File: config.mk
export PLATFORM = sky130hd
export DESIGN_NAME = oram_path_fetch
export DESIGN_NICKNAME = d
export VERILOG_FILES = /design/src/rtl/oram_path_fetch_pkg.sv /design/src/rtl/oram_lfsr.sv /design/src/rtl/oram_path_fetch.sv
export SDC_FILE = /design/constraint.sdc
export NUM_CORES = 1
export LEC_CHECK = 0
export ABC_AREA = 1
export CAP_MARGIN = 0
export CELL_PAD_IN_SITES_DETAIL_PLACEMENT = 1
export CELL_PAD_IN_SITES_GLOBAL_PLACEMENT = 2
export CORE_MARGIN = 4
export CORE_UTILIZATION = 32
export CTS_BUF_LIST = sky130_fd_sc_hd__clkbuf_2 sky130_fd_sc_hd__clkbuf_4 sky130_fd_sc_hd__clkbuf_8
export DETAILED_ROUTE_END_ITERATION = 8
export PLACE_DENSITY_LB_ADDON = 0.25
export SLEW_MARGIN = 25
export SYNTH_ARGS = -nofsm -noshare
export SYNTH_HDL_FRONTEND = slang
export SYNTH_SLANG_ARGS = --single-unit
File: constraint.sdc
create_clock -name clk -period 5.05 [get_ports clk]
set_clock_uncertainty 0.1 [all_clocks]
set_input_delay 1.01 -clock clk [delete_from_list [all_inputs] [get_ports clk]]
set_output_delay 1.01 -clock clk [all_outputs]
set_load 0.01 [all_outputs]
File: src/rtl/oram_path_fetch_pkg.sv
// oram_path_fetch_pkg: shared sizes, packed tuple/bucket layout and FSM states for the path fetch
package oram_path_fetch_pkg;
  localparam int A = 8;
  localparam int D = 6;
  localparam int K = 3;
  localparam int P = D - 1;
  localparam int TUPLE_W = P + 1 + D + 8 * A + 1 + 1;
  localparam int BUCKET_W = K * TUPLE_W;
  localparam logic [15:0] LFSR_SEED = 16'hACE1;
  typedef struct packed {
    logic [P-1:0] pos;
    logic pos_valid;
    logic [D-1:0] number;
    logic [8*A-1:0] val;
    logic val_valid;
    logic empty_n;
  } memory_tuple_p;
  typedef memory_tuple_p [K-1:0] memory_bucket_p;
  typedef enum logic [2:0] {
    S_IDLE,
    S_LOOKUP,
    S_RD,
    S_WB,
    S_RESP
  } state_e;
  function automatic logic tuple_match(input memory_tuple_p t, input logic [P-1:0] leaf,
                                       input logic [D-1:0] blk);
    return t.empty_n && t.pos_valid && (t.pos == leaf) && (t.number == blk);
  endfunction
endpackage

File: src/rtl/oram_lfsr.sv
// oram_lfsr: free-running 16-bit Fibonacci LFSR (taps 16,14,13,11) exposing its low bits
module oram_lfsr #(
  parameter logic [15:0] SEED = 16'hACE1,
  parameter int OUT_W = 16
) (
  input  logic             clk,
  input  logic             rst_n,
  output logic [OUT_W-1:0] lfsr_out
);
  logic [15:0] state;
  always_ff @(posedge clk or negedge rst_n)
    if (!rst_n) state <= SEED;
    else state <= {state[0] ^ state[2] ^ state[3] ^ state[5], state[15:1]};
  assign lfsr_out = state[OUT_W-1:0];
endmodule

File: src/rtl/oram_path_fetch.sv
// oram_path_fetch: remaps a block's leaf and reads/invalidates/writes back every bucket on its path
module oram_path_fetch
  import oram_path_fetch_pkg::*;
(
  input  logic                clk,
  input  logic                rst_n,
  input  logic                req_valid,
  output logic                req_ready,
  input  logic [D-1:0]        req_block,
  output logic                mem_rd_en,
  output logic                mem_wr_en,
  output logic [D-1:0]        mem_addr,
  input  logic [BUCKET_W-1:0] mem_rd_data,
  output logic [BUCKET_W-1:0] mem_wr_data,
  output logic                resp_valid,
  input  logic                resp_ready,
  output logic                resp_hit,
  output logic [8*A-1:0]      resp_val,
  output logic [D-1:0]        resp_block,
  output logic [P-1:0]        resp_new_pos
);
  localparam logic [2:0] LAST = 3'(D - 1);
  state_e state, state_nx;
  logic [P-1:0] lfsr_lo;
  logic [D-1:0] posmap [2**D];
  logic [D-1:0] pm_entry;
  logic [D-1:0] blk;
  logic [D-1:0] node;
  logic [P-1:0] leaf;
  logic [2:0] lvl;
  logic dummy;
  memory_bucket_p bkt_in, bkt_out;
  logic any_match;
  logic [8*A-1:0] first_val;
  oram_lfsr #(.SEED(LFSR_SEED), .OUT_W(P)) u_lfsr (
    .clk(clk),
    .rst_n(rst_n),
    .lfsr_out(lfsr_lo)
  );
  assign pm_entry = posmap[blk];
  assign bkt_in = mem_rd_data;
  // Descending scan so the lowest-index match wins within a bucket; dummy walks never match
  always_comb begin
    bkt_out = bkt_in;
    any_match = 1'b0;
    first_val = '0;
    for (int k = K - 1; k >= 0; k--)
      if (!dummy && tuple_match(bkt_in[k], leaf, blk)) begin
        bkt_out[k].empty_n = 1'b0;
        any_match = 1'b1;
        first_val = bkt_in[k].val;
      end
  end
  always_comb begin
    state_nx = state;
    case (state)
      S_IDLE:   state_nx = req_valid ? S_LOOKUP : S_IDLE;
      S_LOOKUP: state_nx = S_RD;
      S_RD:     state_nx = S_WB;
      S_WB:     state_nx = (lvl == LAST) ? S_RESP : S_RD;
      S_RESP:   state_nx = resp_ready ? S_IDLE : S_RESP;
      default:  state_nx = S_IDLE;
    endcase
  end
  always_ff @(posedge clk or negedge rst_n)
    if (!rst_n) state <= S_IDLE;
    else state <= state_nx;
  always_ff @(posedge clk or negedge rst_n)
    if (!rst_n) begin
      for (int i = 0; i < 2**D; i++) posmap[i] <= '0;
      blk <= '0;
      leaf <= '0;
      node <= '0;
      lvl <= '0;
      dummy <= 1'b0;
      resp_hit <= 1'b0;
      resp_val <= '0;
      resp_new_pos <= '0;
    end else begin
      if (state == S_IDLE && req_valid) blk <= req_block;
      if (state == S_LOOKUP) begin
        leaf <= pm_entry[D-1] ? pm_entry[P-1:0] : lfsr_lo;
        dummy <= !pm_entry[D-1];
        posmap[blk] <= {1'b1, lfsr_lo};
        resp_new_pos <= lfsr_lo;
        resp_hit <= 1'b0;
        resp_val <= '0;
        node <= D'(1);
        lvl <= '0;
      end
      if (state == S_WB) begin
        if (any_match && !resp_hit) begin
          resp_hit <= 1'b1;
          resp_val <= first_val;
        end
        if (lvl != LAST) begin
          lvl <= lvl + 1'b1;
          node <= {node[D-2:0], leaf[lvl]};
        end
      end
    end
  assign req_ready = state == S_IDLE;
  assign mem_rd_en = state == S_RD;
  assign mem_wr_en = state == S_WB;
  assign mem_addr = (mem_rd_en || mem_wr_en) ? node - 1'b1 : '0;
  assign mem_wr_data = mem_wr_en ? bkt_out : '0;
  assign resp_valid = state == S_RESP;
  assign resp_block = blk;
endmodule

* After elaboration in Yosys (flattened, before gate mapping)
Cells that the tools add are included.
** Operators by class
- Add/subtract/negate cells :: 2
- Order comparisons :: 3
- Equality and inequality tests :: 12
- Multiplexer cells :: 36
- Bitwise gates (word level) :: 4
- Reduce and logical (&&, ||, !) cells :: 20
** Operator list (number)
- 384-bit bitwise mux :: 1
- 64-bit 2-to-1 mux :: 6
- 234-bit 2-to-1 mux :: 1
- 6-bit 2-to-1 mux :: 7
- 6-bit binary-select mux with 6-bit select :: 1
- 6-bit demux with 6-bit select :: 1
- 6-bit equality test :: 3
- 5-bit equality test :: 3
- 1-bit logical AND :: 15
- 3-bit 2-to-1 mux :: 5
- 3-bit one-hot mux with 5 select lines :: 1
- 1-bit 2-to-1 mux :: 11
- 7-bit >= comparator, second input constant :: 1
- 7-bit by 1-bit less-than comparator with 1-bit output, second input constant :: 1
- 6-bit NOT with 7-bit output :: 1
- 3-bit by 2-bit equality test with 1-bit output, second input constant :: 2
- 3-bit equality test, second input constant :: 2
- 6-bit by 1-bit subtractor with 6-bit output, second input constant :: 1
- 5-bit 2-to-1 mux :: 1
- 3-bit by 4-bit less-than comparator with 1-bit output, second input constant :: 1
- 3-bit by 1-bit adder with 3-bit output, second input constant :: 1
- 1-bit binary-select mux with 3-bit select :: 1
- 3-bit by 1-bit equality test with 1-bit output, second input constant :: 1
- 1-bit logical NOT :: 3
- other kinds (4) :: 6
** Word-level totals
- Register bits :: 494
- Input port bits :: 244
- Logic and storage cells :: 151

* Depth between registers and ports, before layout
Gate-level depths: netlist of run 1.
- Depth in word-level cells :: 10
- Gate-level depth with buffers :: 15

* Hierarchy
Synthesis of run 1 repeated with hierarchy kept, for this count alone.
** Second synthesis, totals
- Cell total of the unflattened synthesis :: 3741
- Area, all modules :: 26605.5 µm²
** By module, submodules not included
- oram_path_fetch :: instances 1, cells an instance 3703, area an instance 26086.3 µm², seq. area each 11961.5 µm²
- oram_lfsr :: instances 1, cells an instance 38, area an instance 519.2 µm², seq. area each 410.4 µm²

* Worst setup path after synthesis of run 1
OpenSTA, ideal clock, no wires.
- Path type :: in2out
- Start point :: input mem_rd_data[229]
- End point :: output mem_wr_data[156]
- Data arrival time :: 1.900 ns
- Required time :: 3.940 ns
- Path slack :: 2.040 ns
- Stages on the path :: 9
- Cell sequence :: inv_1 > nand2_1 > nand4_1 > nor2_1 > nand3_1 > buf_2 > buf_2 > nand2_1 > nor2_1
** On the way
- Longest elaborated chain between the ends :: 6
** RTL lines
- start, declared :: RTL line oram_path_fetch.sv:13 : input logic [BUCKET_W-1:0] mem_rd_data,
- 5-bit equality test :: RTL line oram_path_fetch_pkg.sv:28 : return t.empty_n && t.pos_valid && (t.pos == leaf) && (t.number == blk);
- 1-bit logical AND (2 in a row) :: RTL line oram_path_fetch_pkg.sv:28
- 1-bit logical AND :: RTL line oram_path_fetch.sv:48 : if (!dummy && tuple_match(bkt_in[k], leaf, blk)) begin
- 1-bit 2-to-1 mux :: RTL line oram_path_fetch.sv:48
- 234-bit 2-to-1 mux :: RTL line oram_path_fetch.sv:106 : assign mem_wr_data = mem_wr_en ? bkt_out : '0;
- end, declared :: RTL line oram_path_fetch.sv:14 : output logic [BUCKET_W-1:0] mem_wr_data,
Every way passes these cells.

* Worst setup path after layout of run 1
- Start point :: register blk[3] (netlist: resp_block[3])
- End point :: output mem_wr_data[78]
** On the way
- Longest elaborated chain between the ends :: 5
** RTL lines
- start, declared :: RTL line oram_path_fetch.sv:27 : logic [D-1:0] blk;
- start signal, assigned :: RTL line oram_path_fetch.sv:80 : if (state == S_IDLE && req_valid) blk <= req_block;
- 6-bit equality test :: RTL line oram_path_fetch_pkg.sv:28
- 1-bit logical AND :: RTL line oram_path_fetch_pkg.sv:28
- 1-bit logical AND :: RTL line oram_path_fetch.sv:48
- 1-bit 2-to-1 mux :: RTL line oram_path_fetch.sv:48
- 234-bit 2-to-1 mux :: RTL line oram_path_fetch.sv:106
Every way passes these cells.

==> run_results.csv, run 1 <==
group,metric,value,unit
clock_network,cts.sinks,494,
yosys,syn_nets,3940,
critical_path,cp_top_family,"flip-flops",
yosys,synth_area_per_cell,7.181,um2
placement,placed_cells,5131,
placement,io_buffers,563,
power,p_leak,17.13,nW
yosys,synth_edf_count,0,
global_route,grt_remaining_overflow,0,
global_route,antenna_found_initial,7,
route,drtIter0Drc,1570,
route,detail-route-antenna-nets,0,
sta,finalSetupViolations,0,
final_layout,instances_no_fill,5299,
sta,fin_crit,4436,ps
global_route,grt_pass1_vias,25821,
sta,hold_violations,0,
sta,slew_violations,0,
yosys,synthCells,3693,
sta,rsz0062_at_grt,"no",
power,p_sw_share,40.59,%
yosys,postSynth.asyncResetShare,100.0,%
final_layout,multi_input_area,11110,um2
final_layout,regArea,12380,um2
route,drc,0,
power,combPwrFrac,42.2,%
yosys,synthAdderAreaFrac,0.1415,%
clock_network,cts_made_buffers,93,
yosys,synthMuxAreaShare,0,%
yosys,synth-simple-area-share,31.33,%
power,power_density,433.9,nW/um2
floorplanning,fp.coreArea,82110,um2
route,first_pass_iters,5,
sta,tns,0,ps
critical_path,required,3940,ps
critical_path,cp_cell_sequence,"inv_2, nand2_1, nand4_1, nor2_1, nand3_2, nand2_1, nor2_1, clkdlybuf4s50_1",
route,vias,25736,
yosys,ys_ff_latch,494,
yosys,ys_seq_area_share,46.65,%
clock_network,clk_pin_slew,60,ps
sta,period_share,87.84,%
flow_run,maxCapViolCount,0,
power,switchingPower,0.006118,W
sta,fmax,225.4,MHz
floorplanning,initial_core_util,32.30,%
sta,relSlewSlack,33.13,%
global_route,grt_usage,25.97,%
route,wire_per_inst,22.10,um
final_layout,n_fill_cell,10228,
floorplanning,die_h,295.9,um
critical_path,crit_slowest_cell,"dfrtp_1",
floorplanning,die_x,295.9,um
power,clkPwrFrac,27.9,%
clock_network,cts_setup_buffers,0,
clock_network,clkLatencyLatePin,700,ps
final_layout,layout_commonest_cell,"nand2_1",
yosys,ys_types,42,
clock_network,clockBufferDepth,3,
worst_hold_path,hold_class,"input port to async pin",
critical_path,critPathLaunchType,"flop",
final_layout,layout.nets,4403,
placement,dp_hpwl,85.78,mm
final_layout,synthToLayoutAreaGrowth,30.96,%
global_route,grt_max_degree,102,
critical_path,path_class,"flop to output pin",
clock_network,cts_resized,0,
yosys,netlist_area,26520,um2
power,irDropWorstVdd,0.1896,mV
critical_path,cpPeakStageDelay,930,ps
critical_path,r2r-start,"resp_block[3]$_DFFE_PN0P_",
critical_path,cp-end-kind,"output pin",
floorplanning,ios,564,
critical_path,arrival,3330,ps
placement,place_congestion,0.9023,
yosys,synth_flop_cell,"dfrtp_1",
yosys,synth_top_family_by_area,"simple AND/OR/NAND/NOR gates",
yosys,synth_xor_area_share,0.5284,%
final_layout,layout_common_cells,"1113 x nand2_1, 562 x clkdlybuf4s50_1, 510 x nor2_1",
clock_network,cts_hold_buf,0,
critical_path,critPathBufInv,2,
clock_network,root_buffer,"clkbuf_8",
route,routed_wl,117.1,mm
yosys,synth-compound-area-share,9.733,%
final_layout,final_layout_size_suffix_gt1_share,7.880,%
power,pwr-share-seq,29.9,%
floorplanning,rows,105,
power,intPower,0.008953,W
global_route,grt_pass1_wl,171.8,mm
yosys,ys_warn_count,0,
critical_path,setup.worst_path.start,"resp_block[3]$_DFFE_PN0P_",
floorplanning,die_area,87550,um2
status,status,"finished clean",
clock_network,htreeDepth,3,
critical_path,cp_max_fo,9,
route,viasPerCell,4.857,
sta,worstMarginPinSlew,1003,ps
clock_network,cts_tree,"yes",
[sequential cells by signal, indices dropped and copies added, names as in the netlist]
| signal | cells |
|---|---|
| dummy | 1 |
| leaf | 5 |
| lvl | 3 |
| node | 6 |
| posmap | 384 |
| resp_block | 6 |
| resp_hit | 1 |
| resp_new_pos | 5 |
| resp_val | 64 |
| state | 3 |
| u_lfsr.state | 16 |
[synthesized netlist by cell type, types with 4 or more instances]
cell type  count  area (um2)
a21oi_1       12       60.06
buf_1          8       30.03
buf_2        130       650.6
buf_4         14       105.1
buf_6         19       214.0
buf_8          4       60.06
clkbuf_1      66       247.7
clkinv_1       5       18.77
dfrtp_1      486       12160
dfstp_2        8       210.2
inv_1        448        1682
inv_2         11       41.29
nand2_1     1116        4189
nand2_2        4       25.02
nand3_1      287        1436
nand4_1       11       68.82
nor2_1       510        1914
nor2_4         9       101.4
nor3_2         7       70.07
o211ai_1      31       232.7
o211ai_2      30       375.4
o21ai_0      120       600.6
o21ai_1      250        1251
o22ai_1        6       37.54
or2_0         10       62.56
or2_1         25       156.4
or2_2         31       193.9
xnor2_1       12       105.1
xor2_1         4       35.03
[metal layers]
| layer | wire length (um) | track usage (%) | vias to the layer above | part of all wire (%) |
|---|---|---|---|---|
| met4 | 3075 | 7.210 | 8 | 2.6 |
| li1 | - | - | 12291 | - |
| met3 | 6213 | 3.939 | 150 | 5.3 |
| met5 | 51 | 0 | - | 0.044 |
| met2 | 55750 | 43.59 | 646 | 48 |
| met1 | 52000 | 35.03 | 12641 | 44 |
[cell type report]
type	count	area share [%]
clock buffer	157	5.591
timing repair buffer	611	17.67
tap	1070	3.855
sequential	494	35.63
multi-input combinational	2491	32.00
inverter	465	5.040
clock inverter	8	0.1909
antenna	3	0.02161
[path summary, 6_finish.rpt]
kind	slack [ps]	to	cells past startpoint
hold / removal	230	posmap[204]$_DFFE_PN0P_	1
max in group asynchronous	3450	resp_block[0]$_DFFE_PN0P_	2
setup / recovery	610	mem_wr_data[78]	8
min in group clk	250	u_lfsr.state[6]$_DFF_PN1_	0
setup reg to reg	1100	resp_val[3]$_DFF_PN0_	12
hold reg to reg	250	u_lfsr.state[6]$_DFF_PN1_	0
[cell families after synthesis]
| logic type | after synthesis |
|---|---|
| AO/OA/AOI/OAI | 452 |
| XOR/XNOR | 16 |
| adder cells (fa/ha/maj) | 3 |
| buffers and inverters | 708 |
| flip-flops | 494 |
| AND/OR/NAND/NOR | 2020 |
[through the flow]
stage | hold WS [ps] | cell area [um2] | worst slack (ps) | util (%) | power (W)
3_5_place_dp | 239.9 | 32720 | 458.3 | 39.84 | 0.01098
3_3_place_gp | 235.9 | 32710 | 551.4 | 39.84 | 0.01095
6_report | 227.1 | 34730 | 614.0 | 42.30 | 0.01507
2_1_floorplan | 231.2 | 26520 | 2040 | - | 0.007960
5_1_grt | 257.3 | 34730 | 494.2 | 42.29 | 0.01601
4_1_cts | 253.4 | 34720 | 526.0 | 42.29 | 0.01529
[power by group through the flow]
stage	registers (W)	logic, W	clock network [W]
after global routing	0.00453	0.00693	0.00455
after detailed placement	0.00457	0.00641	0
final	0.00450	0.00636	0.00421
after CTS	0.00450	0.00644	0.00434
after floorplan	0.00438	0.00358	0
after global placement	0.00456	0.00639	0
No activity file was read; power rests on OpenSTA's default activity.
==> run 2: changes to the inputs <==
Settings changed: CORE_ASPECT_RATIO set to 1.4, SLEW_MARGIN 25 to unset.
==> run_results.csv, run 2 (synthesis results as in run 1) <==
group,metric,value,unit
status,status,"finished clean",
clock_network,clockBufferDepth,3,
route,detail-route-antenna-nets,0,
critical_path,r2r_setup_slack,1540,ps
critical_path,cpPeakStageDelay,580,ps
floorplanning,die_area,87610,um2
final_layout,regArea,12380,um2
clock_network,root_buffer,"clkbuf_8",
route,wl_met1,50.63,mm
final_layout,synthToLayoutAreaGrowth,30.41,%
final_layout,largest_reg_flops,384,
global_route,grt_pass1_wl,181.6,mm
power,irDropWorstVdd,0.2317,mV
critical_path,path_class,"flop to output pin",
critical_path,cp-end-kind,"output pin",
clock_network,cts_made_buffers,84,
sta,rsz0062_at_grt,"no",
critical_path,arrival,3370,ps
clock_network,cts_setup_buffers,0,
floorplanning,die_x,251.3,um
route,first_pass_iters,5,
sta,hold_violations,0,
clock_network,cts_hold_buf,0,
final_layout,final_layout_size_suffix_gt1_share,7.659,%
critical_path,cp_max_fo,51,
critical_path,cp_common_cell,"buf_4",
global_route,grt_usage,27.53,%
critical_path,cp_cell_sequence,"nor2_2, nand2_4, buf_4, buf_4, nor2_1, clkdlybuf4s50_1",
clock_network,cts.sinks,494,
clock_network,htreeDepth,3,
worst_hold_path,min_from,"u_lfsr.state[11]$_DFF_PN1_",
route,drc,0,
final_layout,layout_common_cells,"1114 x nand2_1, 562 x clkdlybuf4s50_1, 510 x nor2_1",
route,vias,25579,
global_route,grt_remaining_overflow,0,
power,power_density,428.6,nW/um2
critical_path,worstRegToRegCells,11,
critical_path,reg2reg_to,"resp_val[23]$_DFF_PN0_",
sta,relSlewSlack,33.70,%
floorplanning,ios,564,
sta,worstMarginPinSlew,994.4,ps
clock_network,clk_pin_slew,60,ps
route,drtIter0Drc,1578,
final_layout,n_fill_cell,10117,
worst_hold_path,min_path_cells,0,
critical_path,r2r-start,"resp_block[5]$_DFFE_PN0P_",
route,wl_met3,5.605,mm
sta,fin_crit,4484,ps
critical_path,critPathLaunchType,"flop",
route,wire_per_inst,23.23,um
placement,dp_hpwl,90.86,mm
critical_path,required,3940,ps
clock_network,cts_resized,0,
clock_network,clkLatencyLatePin,680,ps
final_layout,layout.nets,4401,
clock_network,cts_tree,"yes",
power,p_leak,17.04,nW
floorplanning,fp.coreArea,81920,um2
global_route,grt_max_degree,108,
floorplanning,die_h,348.6,um
sta,finalSetupViolations,0,
worst_hold_path,min_to,"u_lfsr.state[10]$_DFF_PN1_",
sta,fmax,223.0,MHz
global_route,grt_pass1_vias,26442,
placement,io_buffers,563,
final_layout,layout_commonest_cell,"nand2_1",
final_layout,top_regs,"posmap: 384 flops, resp_val: 64 flops, u_lfsr.state: 16 flops",
global_route,antenna_found_initial,15,
final_layout,multi_input_area,11110,um2
sta,tns,0,ps
route,routed_wl,123.0,mm
placement,place_congestion,0.8813,
placement,dp_slack,567.8,ps
sta,period_share,88.80,%
worst_hold_path,hold_class,"flop to flop",
flow_run,maxCapViolCount,0,
sta,fin_ws,565.6,ps
route,viasPerCell,4.829,
route,wl_met2,61.98,mm
route,top_layer_used,"met5",
floorplanning,rows,124,
final_layout,regMostFlops,"posmap",
sta,slew_violations,0,
floorplanning,initial_core_util,32.37,%
critical_path,crit_slowest_cell,"clkdlybuf4s50_1",
## run 2: worst max path at each step
stage	startpoint	end	slack (ps)	cells after the start
6_report	state[2]$_DFF_PN0_	mem_wr_data[228]	570	6
2_1_floorplan	mem_rd_data[229]	mem_wr_data[156]	2040	9
3_5_place_dp	mem_rd_data[154]	mem_wr_data[78]	570	9
4_1_cts	state[2]$_DFF_PN0_	mem_wr_data[69]	490	5
5_1_grt	state[2]$_DFF_PN0_	mem_wr_data[228]	380	6
3_3_place_gp	mem_rd_data[146]	mem_wr_data[78]	560	9
## run 2: final cells by class
type	instances	share of cell area, %
Sequential cell	494	35.78
Clock buffer	137	4.945
Inverter	465	5.068
Timing Repair Buffer	618	17.86
Clock inverter	12	0.2894
Multi-Input combinational cell	2491	32.11
Tap cell	1071	3.875
Antenna cell	9	0.06512
## run 2: through the flow
step / total power [W] / area, um2 / util (%) / hold slack (ps) / std cells
2_1_floorplan: 0.007960 / 26520 / - / 231.2 / 3693
3_3_place_gp: 0.01102 / 32750 / 39.98 / 238.8 / 5139
3_5_place_dp: 0.01106 / 32750 / 39.98 / 247.6 / 5139
4_1_cts: 0.01507 / 34560 / 42.19 / 257.3 / 5288
5_1_grt: 0.01573 / 34570 / 42.20 / 260.3 / 5292
6_report: 0.01483 / 34590 / 42.22 / 255.6 / 5297
## run 2: where the power goes
group	internal (W)	total (W)	switching [W]
combinational	0.00232	0.00644	0.00412
sequential	0.00421	0.00447	0.000252
clock	0.00219	0.00392	0.00173
## run 2: per-layer routing
layer	vias to the layer above	track usage [%]
li1	12285	-
met1	12492	33.58
met2	631	48.90
met3	161	4.375
met4	10	10.41
met5	-	0
## run 2: worst max-delay path: cells and delay by family, from the launching register on
kind / cells / cell delay, ps
buf+inv: 3 / 1330
simple gates: 3 / 870
flops: 1 / 420
==> run 3: changes to the inputs <==
Settings changed: CTS_CLUSTER_SIZE set to 8.
==> run_results.csv, run 3 (synthesis results as in run 1) <==
group,metric,value,unit
status,status,"finished clean",
sta,worstMarginPinSlew,1005,ps
sta,fin_hold_ws,256.0,ps
power,p_leak,17.04,nW
sta,finalSetupViolations,0,
critical_path,reg2reg_to,"resp_val[23]$_DFF_PN0_",
power,irDropWorstVdd,0.2319,mV
clock_network,clockBufferDepth,3,
final_layout,final_layout_size_suffix_gt1_share,7.659,%
global_route,antenna_found_initial,15,
floorplanning,rows,124,
sta,fmax,222.9,MHz
global_route,grt_pass1_wl,181.6,mm
final_layout,layout_commonest_cell,"nand2_1",
floorplanning,fp.coreArea,81920,um2
critical_path,cp-end-kind,"output pin",
clock_network,htreeDepth,3,
critical_path,path_class,"flop to output pin",
worst_hold_path,min_path_cells,0,
clock_network,cts_resized,0,
critical_path,cp_max_fo,51,
route,first_pass_iters,5,
clock_network,cts.sinks,494,
clock_network,cts_tree,"yes",
critical_path,critPathLaunchType,"flop",
global_route,grtUsageMet3,4.375,%
clock_network,clkLatencyLatePin,680,ps
floorplanning,initial_core_util,32.37,%
critical_path,arrival,3380,ps
power,finalPower,0.01482,W
global_route,grtUsageMet1,33.59,%
sta,rsz0062_at_grt,"no",
sta,fin_crit,4486,ps
route,drtIter0Drc,1535,
critical_path,r2r-start,"resp_block[5]$_DFFE_PN0P_",
final_layout,regMostFlops,"posmap",
route,routed_wl,123.1,mm
final_layout,synthToLayoutAreaGrowth,30.41,%
final_layout,layout.nets,4401,
sta,tns,0,ps
floorplanning,ios,564,
critical_path,worstRegToRegCells,11,
floorplanning,die_x,251.3,um
floorplanning,die_h,348.6,um
final_layout,layout_common_cells,"1114 x nand2_1, 562 x clkdlybuf4s50_1, 510 x nor2_1",
placement,dp_slack,567.8,ps
worst_hold_path,min_from,"u_lfsr.state[11]$_DFF_PN1_",
placement,io_buffers,563,
worst_hold_path,hold_class,"flop to flop",
flow_run,maxCapViolCount,0,
global_route,grt_remaining_overflow,0,
global_route,grt_pass1_vias,26445,
sta,period_share,88.83,%
global_route,grt_max_degree,108,
placement,dp_hpwl,90.86,mm
route,detail-route-antenna-nets,0,
final_layout,top_regs,"posmap: 384 flops, resp_val: 64 flops, u_lfsr.state: 16 flops",
sta,hold_violations,0,
floorplanning,die_area,87610,um2
route,wire_per_inst,23.23,um
global_route,grt_util_met2,48.89,%
critical_path,r2r_setup_slack,1530,ps
global_route,busiest_layer,"met2",
route,drc,0,
critical_path,required,3940,ps
worst_hold_path,min_to,"u_lfsr.state[10]$_DFF_PN1_",
final_layout,n_fill_cell,10119,
sta,fin_ws,563.9,ps
global_route,grt_usage,27.53,%
sta,slew_violations,0,
route,viasPerCell,4.833,
clock_network,cts_setup_buffers,0,
final_layout,largest_reg_flops,384,
clock_network,clk_pin_slew,60,ps
clock_network,cts_hold_buf,0,
power,power_density,428.6,nW/um2
sta,relSlewSlack,33.01,%
clock_network,cts_made_buffers,84,
placement,place_congestion,0.8813,
route,vias,25603,
clock_network,root_buffer,"clkbuf_8",
[run 3: cell counts in the layout (fill, tap and decap cells not counted)]
Identical to the previous run, type by type.
[run 3: worst max-delay path by stage]
stage / startpoint / end / slack [ps] / cells past startpoint
6_report: state[2]$_DFF_PN0_ / mem_wr_data[228] / 560 / 6
3_3_place_gp: mem_rd_data[146] / mem_wr_data[78] / 560 / 9
3_5_place_dp: mem_rd_data[154] / mem_wr_data[78] / 570 / 9
5_1_grt: state[2]$_DFF_PN0_ / mem_wr_data[228] / 380 / 6
4_1_cts: state[2]$_DFF_PN0_ / mem_wr_data[69] / 490 / 5
2_1_floorplan: mem_rd_data[229] / mem_wr_data[156] / 2040 / 9
[run 3: layout make-up]
class	instances	area, um2	share of cell area, %
Sequential cell	494	12380	35.78
Multi-Input combinational cell	2491	11110	32.11
Timing Repair Buffer	618	6178	17.86
Inverter	465	1753	5.068
Clock buffer	137	1710	4.945
Tap cell	1071	1340	3.875
Clock inverter	12	100.1	0.2894
Antenna cell	9	22.52	0.06512
[run 3: per-layer routing]
metal	wire length, um	vias to the layer above
met5	72	-
met2	61900	626
met1	50570	12520
li1	-	12286
met3	5750	161
met4	4754	10
[run 3: metrics by stage]
| stage | cells | util [%] | area [um2] |
|---|---|---|---|
| final | 5297 | 42.22 | 34590 |
| after floorplan | 3693 | - | 26520 |
| after CTS | 5288 | 42.19 | 34560 |
| after global routing | 5292 | 42.20 | 34570 |
| after global placement | 5139 | 39.98 | 32750 |
| after detailed placement | 5139 | 39.98 | 32750 |
[run 3: power by group]
| group | internal (W) | switching [W] | total (W) |
|---|---|---|---|
| clock network | 0.00219 | 0.00173 | 0.00392 |
| registers | 0.00421 | 0.000252 | 0.00447 |
| logic | 0.00232 | 0.00412 | 0.00644 |
| total | 0.00872 | 0.00610 | 0.0148 |
[run 3: critical path: stages, from the launching register on]
cell and delay (ps):
dfrtp_1 420, nor2_2 280, nand2_4 390, buf_4 440, buf_4 310, nor2_1 200
clkdlybuf4s50_1 570
